### config.mk
export PLATFORM = sky130hd
export DESIGN_NAME = pwm_capture
export DESIGN_NICKNAME = d
export VERILOG_FILES = /design/src/rtl/pwm_capture.sv
export SDC_FILE = /design/constraint.sdc
export NUM_CORES = 1
export LEC_CHECK = 0
export ABC_AREA = 1
export BUFFER_PORTS_ARGS = -buffer_cell sky130_fd_sc_hd__buf_2
export CORE_ASPECT_RATIO = 0.9
export CORE_MARGIN = 4
export CORE_UTILIZATION = 45
export CTS_CLUSTER_SIZE = 14
export DETAILED_ROUTE_END_ITERATION = 10
export GPL_TIMING_DRIVEN = 0
export SYNTH_ARGS = -nofsm -noshare
export SYNTH_HDL_FRONTEND = slang
export SYNTH_SLANG_ARGS = --single-unit
### constraint.sdc
create_clock -name clk -period 3.1 [get_ports clk]
set_clock_uncertainty 0.2 [all_clocks]
set_input_delay 0.62 -clock clk [delete_from_list [all_inputs] [get_ports clk]]
set_output_delay 0.62 -clock clk [all_outputs]
set_load 0.05 [all_outputs]
### src/rtl/pwm_capture.sv
// Measures period and active time of an asynchronous PWM input in clk cycles; continuous mode.
// Latency: SYNC_STAGES+1 clk edges from raw edge to registered result; no backpressure, valid is a pulse.
module pwm_capture #(
   parameter int WIDTH       = 32,
   parameter int SYNC_STAGES = 2
) (
   input  logic             clk,
   input  logic             rst_n,
   input  logic             en,
   input  logic             polarity,
   input  logic             clr,
   input  logic             pwm_in,
   output logic [WIDTH-1:0] period,
   output logic [WIDTH-1:0] duty_cycle,
   output logic             valid,
   output logic             overflow,
   output logic             level,
   output logic [1:0]       state
);

   typedef enum logic [1:0] {
      IDLE = 2'd0,
      ARM  = 2'd1,
      MEAS = 2'd2
   } state_t;

   localparam logic [WIDTH-1:0] CNT_MAX = '1;
   localparam logic [WIDTH-1:0] CNT_ONE = WIDTH'(1);

   logic [SYNC_STAGES-1:0] sync_q;
   logic                   s_prev_q;
   logic                   en_q;
   state_t                 state_q, state_d;
   logic [WIDTH-1:0]       cnt_p_q, cnt_p_d;
   logic [WIDTH-1:0]       cnt_h_q, cnt_h_d;
   logic [WIDTH-1:0]       period_q, period_d;
   logic [WIDTH-1:0]       duty_q, duty_d;
   logic                   valid_q, valid_d;
   logic                   overflow_q, overflow_d;
   logic                   s;
   logic                   act_edge;
   logic                   timeout;

   assign s        = sync_q[SYNC_STAGES-1] ^ polarity;
   assign act_edge = s & ~s_prev_q;

   always_comb begin
      state_d  = state_q;
      cnt_p_d  = cnt_p_q;
      cnt_h_d  = cnt_h_q;
      period_d = period_q;
      duty_d   = duty_q;
      valid_d  = 1'b0;
      timeout  = 1'b0;
      if (!en) begin
         state_d = IDLE;
         cnt_p_d = '0;
         cnt_h_d = '0;
      end else begin
         case (state_q)
            IDLE: begin
               state_d = ARM;
               cnt_p_d = '0;
               cnt_h_d = '0;
            end
            ARM: begin
               // Anything seen before the first active edge is a partial period.
               if (act_edge) begin
                  state_d = MEAS;
                  cnt_p_d = CNT_ONE;
                  cnt_h_d = CNT_ONE;
               end else begin
                  cnt_p_d = '0;
                  cnt_h_d = '0;
               end
            end
            MEAS: begin
               if (act_edge) begin
                  period_d = cnt_p_q;
                  duty_d   = cnt_h_q;
                  valid_d  = 1'b1;
                  cnt_p_d  = CNT_ONE;
                  cnt_h_d  = CNT_ONE;
               end else if (cnt_p_q == CNT_MAX) begin
                  timeout  = 1'b1;
                  period_d = '0;
                  duty_d   = '0;
                  valid_d  = 1'b1;
                  cnt_p_d  = '0;
                  cnt_h_d  = '0;
                  state_d  = ARM;
               end else begin
                  cnt_p_d = cnt_p_q + CNT_ONE;
                  if (s && (cnt_h_q != CNT_MAX)) begin
                     cnt_h_d = cnt_h_q + CNT_ONE;
                  end
               end
            end
            default: begin
               state_d = IDLE;
               cnt_p_d = '0;
               cnt_h_d = '0;
            end
         endcase
      end
   end

   // A timeout in the same cycle as a clear leaves the flag set.
   always_comb begin
      overflow_d = overflow_q;
      if (clr || (en && !en_q)) begin
         overflow_d = 1'b0;
      end
      if (timeout) begin
         overflow_d = 1'b1;
      end
   end

   always_ff @(posedge clk or negedge rst_n) begin
      if (!rst_n) begin
         sync_q     <= '0;
         s_prev_q   <= 1'b0;
         en_q       <= 1'b0;
         state_q    <= IDLE;
         cnt_p_q    <= '0;
         cnt_h_q    <= '0;
         period_q   <= '0;
         duty_q     <= '0;
         valid_q    <= 1'b0;
         overflow_q <= 1'b0;
      end else begin
         sync_q     <= {sync_q[SYNC_STAGES-2:0], pwm_in};
         s_prev_q   <= s;
         en_q       <= en;
         state_q    <= state_d;
         cnt_p_q    <= cnt_p_d;
         cnt_h_q    <= cnt_h_d;
         period_q   <= period_d;
         duty_q     <= duty_d;
         valid_q    <= valid_d;
         overflow_q <= overflow_d;
      end
   end

   assign period     = period_q;
   assign duty_cycle = duty_q;
   assign valid      = valid_q;
   assign overflow   = overflow_q;
   assign level      = s_prev_q;
   assign state      = state_q;

endmodule
; ---- Word-level counts from Yosys, hierarchy flattened
; Index checks and enable logic that the tools add are counted.
[classes]
add_sub_neg = 2
mul = 0
n_div = 0
n_lt_le_gt_ge = 0
eq_ne = 8
shift = 0
n_mux = 27
n_bitwise = 3
n_reduce_logical = 9
[op_table]
columns = operator, count
row1 = $mux 32, 10
row2 = $pmux 32 s2, 2
row3 = $add 32x1->32 const B, 2
row4 = $eq 32x32->1 const B, 1
row5 = $ne 32x32->1 const B, 1
row6 = $mux 1, 10
row7 = $ne 3x3->1 const B, 3
row8 = $mux 2, 4
row9 = $pmux 2 s3, 1
row10 = $reduce_and 3->1, 2
row11 = $ne 5x5->1 const B, 1
row12 = $reduce_bool 2->1, 2
row13 = $eq 2x1->1 const B, 1
row14 = $eq 2x2->1 const B, 1
row15 = $logic_and 1x1->1, 2
row16 = $logic_not 2->1, 1
row17 = $and 1x1->1, 1
row18 = $logic_not 1->1, 1
row19 = $logic_or 1x1->1, 1
row20 = $not 1->1, 1
row21 = $xor 1x1->1, 1
[totals]
ff_bits = 136
latch_bits = 0
ramBits = 0
mem_bits_ro = 0
out_inout_bits = 69
elab_cells = 59
memories = 0

; ---- Depth between registers and ports, before layout
; Gate-level depths: netlist (run 1).
[depth]
word_depth = 7
mapped_depth = 14
depth_no_buf = 13

; ---- Worst setup path before layout (run 1)
; Ideal clock, no wire load.
[synth_timing]
path_type = reg-to-reg
start = reg state_q[0] (netlist: state[0])
end = reg duty_q[10] (netlist: duty_cycle[10])
setup_time_ns = 0.135
arrival_ns = 1.963
required_ns = 2.765
slack_ns = 0.802
stages_incl_launch_ff = 9
period_less_slack_ns = 2.298
cell_sequence = dfrtp_1 -> inv_1 -> ha_1 -> nand2_1 -> buf_2 -> nor2_4 -> inv_1 -> clkbuf_1 -> o21ai_0
[synth_via]
elab_chain_cells = 2
[synth_rtl]
columns = element, line_no
row1 = start: declaration, 33  ; state_t state_q, state_d;
row2 = start signal: assignment, 135  ; state_q <= state_d;
row3 = $eq 2x2->1, 60  ; case (state_q)
row4 = $reduce_and 3->1 (no source line), n/a
row5 = end signal: assignment, 139  ; duty_q <= duty_d;
row6 = end: declaration, 37  ; logic [WIDTH-1:0] duty_q, duty_d;
; No other way between the ends.
; A chain may end at the register's enable or synchronous reset.

; ---- Final worst setup path (run 1)
[layout_timing]
start = reg state_q[0] (netlist: state[0])
end = reg duty_q[29] (netlist: duty_cycle[29])
; The elaborated chain is that of the path after synthesis.

==> metrics.txt, run 1 <==
kind of critical path reg -> reg; CTS tree built; Worst-Margin Slew 0.676 ns; Placeable Area 14800 um^2; WHS Path Cells 1; final core occ 54.9%; largest family of logic cells by synthesized area simple AND/OR/NAND/NOR gates; vias in the first global route between 5000 and 6000; Worst Path Buf+Inv 4; Post-DRT Antenna Nets 0; Post-route DRC 0; critical path required time 3.19 ns; Final Max Tran Viols 0; hold worst-path end sync_q[0]; I/O Buffers between 70 and 80; Leak 3.81 nW; Layout area overhead 18.4%; H-tree lvl count 4; setup bufs post-CTS 0; non-filler cells, final 1132; # IOs 75; largest net degree at the start of global routing 94; overall global routing resource usage 22.1%; Hold Vio Cnt, Final 0; drt total wl 18700 um; Crit. Startpoint state[0]; area leader, netlist dfrtp_1; sequential share of the synthesized area ~50%; hpwl dp approximately 13000 um; Post-Syn Area 6870 um^2; placed inst area between 7000 and 8000 um^2; Hold Path Class in -> reg; Rel. slew slack a little over half; post-layout power between 4 and 5 mW; CP dominant cell by count inv_1; Fmax 0.370 GHz; vias 5926; share of layout cells above drive strength 1 19.0%; Clk Latency, worst-skew pair 0.43 ns; most frequent cells in the layout nand2_1 (138), dfrtp_1 (136), inv_1 (93), buf_2 (87), nor2_1 (84); Setup violations, final 0; Fin Hold WS about 0.10 ns; Simple-Gate Fraction of Synth Area 27.6%; Synth Area in Adders less than 1%; Startpoint Class flip-flop; DP Cell Count 1101; num rows 42; Final period util 87.2%; Post-synth ARST share 100%; Post-synth EDFFs 0; Gate Count Post-Synth around 830; cts bufs inserted 17; HP Start pwm_in; element type at the critical path end flip-flop; Ant. Diodes 0; Post-Synth XOR/XNOR Area 2.68%; deepest clock path buffer count 2; antenna violations before repair 0; DRT iter0 DRCs 553; routed length per placed instance 16.5 um; max incr delay on CP ~0.5 ns; Synth top area share 49.6%; Worst path slowest cell clkbuf_1; register area 3400 um^2; DRT Pass-1 Iters 5; Yosys cell types 36; Nets 934; Initial Utilization about 46%; commonest non-fill, non-tap cell in the layout nand2_1; mux cell area share after synthesis 0%; Reg-to-Reg Start state[0]; total gr overflow 0; # fillers between 1000 and 1500; Max Cap Violations 0; reg2reg path depth 8; clk sink count 136; PwrDens 534 nW/um^2; GP Congestion 0.930; wire length of the first global-routing pass ~31000 um; Worst Path Max Fanout 10; RSZ-0062 raised after global routing no; FF-to-FF setup slack 0.40 ns; post-layout min period between 2 and 3 ns; Root Buffer clkbuf_16; Horiz. Die Dim 138 um; Die ar. 17300 um^2; Post-Syn Nets 839; Die H 125 um; Worst-path clk slew about 0.060 ns; WP data arrival between 2 and 3 ns; Yosys reg bits ~140; status finished, final reports clean; Crit path max-delay family buffers and inverters; final instance area 8130 um^2; area of the multi-input gates 2940 um^2; synth top area cells dfrtp_1 (50%), nand2_1 (7.5%), o21ai_1 (5.7%), inv_1 (5.1%), nor2_1 (4.6%); Mean Syn Cell Area 8.29 um^2; Cell Chain, Critical Path inv_1 > ha_1 > nand2_1 > buf_2 > nor2_4 > inv_1 > clkbuf_1 > o21ai_1; Top FF cell, synth dfrtp_1; RR Endpoint duty_cycle[29]; Synth Area in Compound Gates 11.6%; peak supply drop between 0.5 and 0.6 mV; synth warn 0; vias per inst 5.23
[routing by layer]
metal  global-route usage (%)  wire length, um  up-vias
met5                        0                0        -
met4                     5.11              143        0
met3                     5.77             1000       11
met2                     32.8             8170      152
met1                     32.6             9360     2860
li1                         -                -     2903
[synthesized netlist by cell type, types with 2 or more instances]
library cell	count
a21oi_1	35
and3_1	2
buf_2	14
buf_6	2
clkbuf_1	11
dfrtp_1	136
ha_1	5
inv_1	93
inv_2	2
nand2_1	138
nand2_2	16
nand2_4	4
nand3_1	52
nand3_4	2
nand4_1	29
nor2_1	84
nor2_2	17
nor2_4	6
nor2_8	4
nor3_1	17
nor3b_1	4
nor4_1	5
o21ai_0	41
o21ai_1	78
xor2_1	20
[sequential cells by signal (all words and copies together), names as in the netlist]
signal,count
cnt_h_q,32
cnt_p_q,32
duty_cycle,32
period,32
state,2
sync_q,2
en_q,1
level,1
overflow,1
valid,1
[worst reg2reg max path: cells and delay by family (launching register included)]
| kind | cells | cell delay, ns |
|---|---|---|
| and+or+nand+nor | 2 | 0.38 |
| adders and majority gates | 1 | 0.25 |
| DFF | 1 | 0.41 |
| AOI/OAI and AO/OA | 1 | 0.12 |
| buffers and inverters | 4 | 1.22 |
[cell type report]
| class | instances | area share, % |
|---|---|---|
| sequential | 136 | 41.8 |
| multi-input combinational | 566 | 36.1 |
| clock buffer | 22 | 5.95 |
| timing repair buffer | 76 | 5.09 |
| inverter | 96 | 4.46 |
| tap | 198 | 3.05 |
| buffer | 30 | 2.03 |
| clock inverter | 8 | 1.48 |
[per-stage QoR]
| stage | setup TNS (ns) | setup WS (ns) |
|---|---|---|
| finish | 0 | 0.398 |
| global route | 0 | 0.182 |
| CTS | 0 | 0.374 |
| detailed placement | 0 | 0.223 |
| global placement | -92.72 | -0.693 |
| floorplan | 0 | 0.802 |
[power breakdown]
part | internal (mW) | leakage (nW) | switching (mW)
clock | 1.34 | 0.294 | 0.749
sequential | 1.79 | 1.89 | 0.0197
combinational | 0.100 | 1.63 | 0.343
total | 3.23 | 3.81 | 1.11
[how the worst max path moves through the flow]
| stage | to | slack (ns) | cells after the start |
|---|---|---|---|
| 3_5_place_dp | period[12] | 0.22 | 8 |
| 5_1_grt | period[23] | 0.18 | 8 |
| 2_1_floorplan | duty_cycle[10] | 0.80 | 8 |
| 3_3_place_gp | sync_q[0] | -0.69 | 1 |
| 6_report | duty_cycle[29] | 0.40 | 8 |
| 4_1_cts | duty_cycle[29] | 0.37 | 8 |
[cells by family (layout without fill, tap and decap cells)]
logic type | count (synthesis) | count (layout)
and+or+nand+nor | 383 | 383
DFF | 136 | 136
AOI/OAI and AO/OA | 157 | 157
buffers and inverters | 126 | 232
xor gates and xnor gates | 21 | 21
adders and majority gates | 5 | 5
[repair_timing]
item / 4_1_cts / 5_1_grt
hold buffers: 1 / 0
resized for setup: 0 / 0
hold endpoints to repair: 43 / 0
(Power assumes the default switching activity.)
==> run 2: changes to the inputs <==
--- a/config.mk
+++ b/config.mk
@@ -7,12 +7,13 @@
 export LEC_CHECK = 0
 export ABC_AREA = 1
 export BUFFER_PORTS_ARGS = -buffer_cell sky130_fd_sc_hd__buf_2
-export CORE_ASPECT_RATIO = 0.9
 export CORE_MARGIN = 4
-export CORE_UTILIZATION = 45
+export CORE_UTILIZATION = 55
 export CTS_CLUSTER_SIZE = 14
 export DETAILED_ROUTE_END_ITERATION = 10
 export GPL_TIMING_DRIVEN = 0
+export PLACE_DENSITY = 0.75
+export RECOVER_POWER = 25
 export SYNTH_ARGS = -nofsm -noshare
 export SYNTH_HDL_FRONTEND = slang
 export SYNTH_SLANG_ARGS = --single-unit
==> run 2 against run 1 <==
Total power is 1.7% lower. Maximum frequency is 0.85% higher. Highest routed layer unchanged. Cell area is 0.86% lower. Non-clock buffer count stayed put. Sequential share of layout area is 0.36 points higher. Largest cell class unchanged. Critical path type unchanged. Clock power is 3% lower. Sequential cell count stayed put.
==> metrics.txt, run 2 (same netlist as run 1, synthesis figures left out) <==
status finished, final reports clean; deepest clock path buffer count 2 (unchanged); Startpoint Class flip-flop; Initial Utilization 56.7% (+10 points); Hold Vio Cnt, Final 0 (unchanged); Placeable Area 12100 um^2 (-18%); vias in the first global route 5809 (-3.1%); post-layout power 4.27 mW (-1.7%); hold_buf cts 1 (unchanged); total gr overflow 0 (unchanged); overall global routing resource usage 25.5% (+3.4 points); clk sink count 136 (unchanged); Root Buffer clkbuf_16; Hold Path Class in -> reg; cts bufs inserted 17 (unchanged); Worst-Margin Slew 1.33 ns (+0.656 ns); most frequent cells in the layout nand2_1 (138), dfrtp_1 (136), inv_1 (94), buf_2 (86), nor2_1 (84); H-tree lvl count 4 (unchanged); Rel. slew slack 11.2% (-44 points); CTS tree built; Ant. Diodes 0 (unchanged); share of layout cells above drive strength 1 18.7% (-0.23 points); Cell Chain, Critical Path inv_1 > ha_1 > nand2_1 > buf_2 > nor2_4 > inv_1 > clkbuf_1 > o21ai_0; element type at the critical path end flip-flop; vias per inst 5.44 (+3.9%); critical path required time 3.19 ns (about the same); Nets 934 (unchanged); routed length per placed instance 15.7 um (-4.7%); max incr delay on CP 0.45 ns (-0.06 ns); Fmax 0.373 GHz (+0.85%); vias 6001 (+1.3%); DRT iter0 DRCs 476 (-14%); Die H 120 um (-4.4%); # fillers 1067 (-26%); Die ar. 14300 um^2 (-17%); PwrDens 530 nW/um^2 (-0.80%); Final period util 86.4% (-0.74 points); commonest non-fill, non-tap cell in the layout nand2_1; post-layout min period 2.68 ns (-0.0229 ns); setup bufs post-CTS 0 (unchanged); largest net degree at the start of global routing 99 (+5.3%); Worst path slowest cell clkbuf_1; CTS resizes 0 (unchanged); placed inst area 7480 um^2 (-0.50%); CP dominant cell by count inv_1; Post-route DRC 0 (unchanged); drt total wl 17400 um (-7.1%); Post-DRT Antenna Nets 0 (unchanged); Max Cap Violations 0 (unchanged); Clk Latency, worst-skew pair 0.43 ns (about the same); RSZ-0062 raised after global routing no; DRT Pass-1 Iters 5 (unchanged); hpwl dp 12400 um (-7.9%); Horiz. Die Dim 120 um (-13%); final instance area 8060 um^2 (-0.86%); wire length of the first global-routing pass 29100 um (-5.7%); Leak 3.80 nW (-0.30%); # IOs 75 (unchanged); num rows 40 (-4.8%); Worst-path clk slew 0.06 ns (about the same); I/O Buffers 74 (unchanged); WP data arrival 2.77 ns (-0.02 ns); kind of critical path reg -> reg; antenna violations before repair 0 (unchanged); Worst Path Max Fanout 10 (unchanged); final worst slack 0.420 ns (+0.0229 ns); non-filler cells, final 1103 (-2.6%); Setup violations, final 0 (unchanged); DP Cell Count 1071 (-2.7%); peak supply drop 0.431 mV (-17%); final core occ 66.6% (+12 points); pre-CTS setup slack 0.253 ns (+0.0301 ns); Layout area overhead 17.4%; Final Max Tran Viols 0 (unchanged); GP Congestion 0.947 (+1.8%)
[run 2: cell type report]
cell class / instances / area [um^2] / share of cell area, %
well taps: 168 / 210 / 2.61
inverters: 96 / 363 / 4.50
repair buffers: 76 / 393 / 4.87
clock buffers: 24 / 502 / 6.22
clock inverters: 7 / 91.3 / 1.13
multi-input cells: 566 / 2940 / 36.4
plain buffers: 30 / 165 / 2.05
flip-flops and latches: 136 / 3400 / 42.2
[run 2: final timing paths]
check	start	end	depth (start not counted)	slack (ns)
max	state[0]	period[23]	8	0.42
min	pwm_in	sync_q[0]	1	0.10
max reg2reg	state[0]	period[23]	8	0.42
min reg2reg	sync_q[0]	sync_q[1]	0	0.15
max in group asynchronous	rst_n	cnt_h_q[11]	3	0.58
min in group asynchronous	rst_n	period[7]	2	0.45
[run 2: critical path: cells and delay by family (launching register included)]
kind | cells | cell delay (ns)
fa+ha+maj | 1 | 0.25
compound gates | 1 | 0.14
buf+inv | 4 | 1.17
flops | 1 | 0.41
simple gates | 2 | 0.36
[run 2: where the power goes]
group / internal (mW) / switching [mW] / leakage, nW / total (mW)
clock network: 1.28 / 0.738 / 0.292 / 2.02
logic: 0.0982 / 0.339 / 1.62 / 0.437
registers: 1.80 / 0.0191 / 1.89 / 1.81
[run 2: stage by stage]
stage                     TNS (ns)  hold slack (ns)
after floorplan                  0            0.124
after global placement      -88.82            0.137
after detailed placement         0            0.141
after CTS                        0           0.0917
after global routing             0           0.0909
final                            0            0.100
[run 2: metal layers]
metal | share of wire, % | vias to the layer above | global-route usage (%) | wire, um
met5 | 0 | - | 0 | 0
met4 | 2.4 | 0 | 9.74 | 413
met3 | 6.9 | 33 | 5.98 | 1200
met2 | 44 | 188 | 37.8 | 7670
met1 | 47 | 2866 | 36.6 | 8070
li1 | - | 2914 | - | -
==> run 3: changes to the inputs <==
--- a/config.mk
+++ b/config.mk
@@ -12,8 +12,10 @@
 export CTS_CLUSTER_SIZE = 14
 export DETAILED_ROUTE_END_ITERATION = 10
 export GPL_TIMING_DRIVEN = 0
+export HOLD_SLACK_MARGIN = 0.15
 export PLACE_DENSITY = 0.75
 export RECOVER_POWER = 25
+export SLEW_MARGIN = 25
 export SYNTH_ARGS = -nofsm -noshare
 export SYNTH_HDL_FRONTEND = slang
 export SYNTH_SLANG_ARGS = --single-unit
==> run 3 against run 2 <==
The flow now finishes with violations (capacitance limit, slew limit). Sequential cell count unchanged. Count of clock-buffer cells in the layout rose by 1. Non-clock buffer count rose by 2. Via count increased by 1.3%. Critical path depth up 1. Worst setup slack worse by 0.22 ns. Die area did not move. Critical endpoint is now period[4]. Highest routed layer unchanged.
==> metrics.txt, run 3 (same netlist as run 1, synthesis figures left out) <==
post-layout power 4.23 mW (-0.90%); setup bufs post-CTS 0 (unchanged); Cell Chain, Critical Path dlygate4sd3_1 > clkbuf_1 > buf_2 > nand2_1 > buf_2 > nor2_4 > inv_1 > clkbuf_1 > o21ai_1; Hold Vio Cnt, Final 0 (unchanged); Worst-path clk slew 0.06 ns (about the same); Hold Path Class reg -> reg; DRT Pass-1 Iters 6 (+1); # IOs 75 (unchanged); final worst slack 0.199 ns (-0.221 ns); Die H 120 um (unchanged); DP Cell Count 1071 (unchanged); Startpoint Class primary input; Worst path slowest cell dlygate4sd3_1; deepest clock path buffer count 2 (unchanged); pre-CTS setup slack 0.292 ns (+0.0391 ns); peak supply drop 0.417 mV (-3.4%); Layout area overhead 17.7%; overall global routing resource usage 25.6% (+0.079 points); failing checks capacitance limit, slew limit; FF-to-FF setup slack 0.46 ns (+0.04 ns); final core occ 66.8% (+0.18 points); kind of critical path in -> reg; element type at the critical path end flip-flop; post-layout min period 2.90 ns (+0.221 ns); # fillers 1065 (-0.19%); Horiz. Die Dim 120 um (unchanged); Placeable Area 12100 um^2 (unchanged); cts bufs inserted 17 (unchanged); Die ar. 14300 um^2 (unchanged); Worst Path Max Fanout 10 (unchanged); WHS Path Cells 0 (-1); Rel. slew slack -20.7% (-32 points); hpwl dp 12500 um (+0.20%); I/O Buffers 74 (unchanged); num rows 40 (unchanged); DRT iter0 DRCs 556 (+17%); Max Cap Violations 1 (+1); largest net degree at the start of global routing 73 (-26%); Fmax 0.345 GHz (-7.6%); antenna violations before repair 0 (unchanged); Post-DRT Antenna Nets 0 (unchanged); Worst-Margin Slew 1.81 ns (+0.478 ns); max incr delay on CP 0.53 ns (+0.08 ns); most frequent cells in the layout nand2_1 (138), dfrtp_1 (136), inv_1 (94), buf_2 (86), nor2_1 (84); drt total wl 17400 um (+0.22%); Nets 936 (+0.21%); Ant. Diodes 0 (unchanged); Final Max Tran Viols 72 (+72); Leak 3.80 nW (+0.17%); Crit path max-delay family buffers and inverters; routed length per placed instance 15.7 um (about the same); wire length of the first global-routing pass 29200 um (+0.28%); vias in the first global route 5854 (+0.77%); Worst Path Buf+Inv 6 (+2); GP Congestion 0.947 (unchanged); Root Buffer clkbuf_16; vias per inst 5.50 (+1.1%); share of layout cells above drive strength 1 18.8% (+0.067 points); reg2reg path depth 8 (unchanged); PwrDens 523 nW/um^2 (-1.2%); clk sink count 136 (unchanged); critical path required time 3.19 ns (about the same); CTS tree built; non-filler cells, final 1105 (+0.18%); H-tree lvl count 4 (unchanged); Clk Latency, worst-skew pair 0.43 ns (about the same); Final period util 93.6% (+7.1 points); Initial Utilization 56.7% (unchanged); Setup violations, final 0 (unchanged); WP data arrival 2.99 ns (+0.22 ns); area of the multi-input gates 2940 um^2 (unchanged); RSZ-0062 raised after global routing no; register area 3400 um^2 (unchanged); vias 6077 (+1.3%); Fin Hold WS 0.149 ns (+0.0492 ns); commonest non-fill, non-tap cell in the layout nand2_1; status finished with violations; total gr overflow 0 (unchanged); Post-route DRC 0 (unchanged); WP depth 9 (+1)
[run 3: cell count changes in the layout (fill, tap and decap cells not counted), sizes merged]
cell,delta
dlygate4sd3,+2
bufinv,-1
clkbuf,+1
clkinv,-1
clkinvlp,+1
[run 3: stage by stage]
stage	cell area [um^2]	setup TNS (ns)
6_report	8090	0
5_1_grt	8090	0
4_1_cts	8100	0
3_5_place_dp	7490	0
3_3_place_gp	7450	-88.82
2_1_floorplan	6870	0
[run 3: path summary, 6_finish.rpt]
check                              endpoint       from
worst max register to register    period[4]   state[0]
max in group asynchronous       cnt_h_q[12]      rst_n
worst min register to register    sync_q[1]  sync_q[0]
worst max-delay path              period[4]         en
worst min-delay path              sync_q[1]  sync_q[0]
min in group asynchronous         period[2]      rst_n
[run 3: final cells by class]
class                           count  area share (%)
Clock buffer                       25            6.38
Clock inverter                      6           0.789
Timing Repair Buffer               78            5.28
Multi-Input combinational cell    566            36.3
Buffer                             30            2.06
Sequential cell                   136            42.1
Inverter                           96            4.49
Tap cell                          168            2.60
[run 3: what timing repair did]
| action | CTS | global route |
|---|---|---|
| hold buffers | 3 | 0 |
| setup endpoints to repair | 0 | 1 |
| resized for setup | 0 | 2 |
| hold endpoints to repair | 73 | 0 |
[run 3: metal layers]
layer | vias up | GRT usage (%) | part of all wire (%)
met3 | 33 | 6.64 | 7.7
li1 | 2922 | - | -
met5 | - | 0 | 0
met2 | 210 | 38.4 | 45
met4 | 0 | 8.45 | 2.0
met1 | 2912 | 36.4 | 45
[run 3: report_power, final]
| part | internal [mW] | switching (mW) |
|---|---|---|
| Sequential | 1.79 | 0.0196 |
| Combinational | 0.102 | 0.338 |
| Clock | 1.22 | 0.753 |
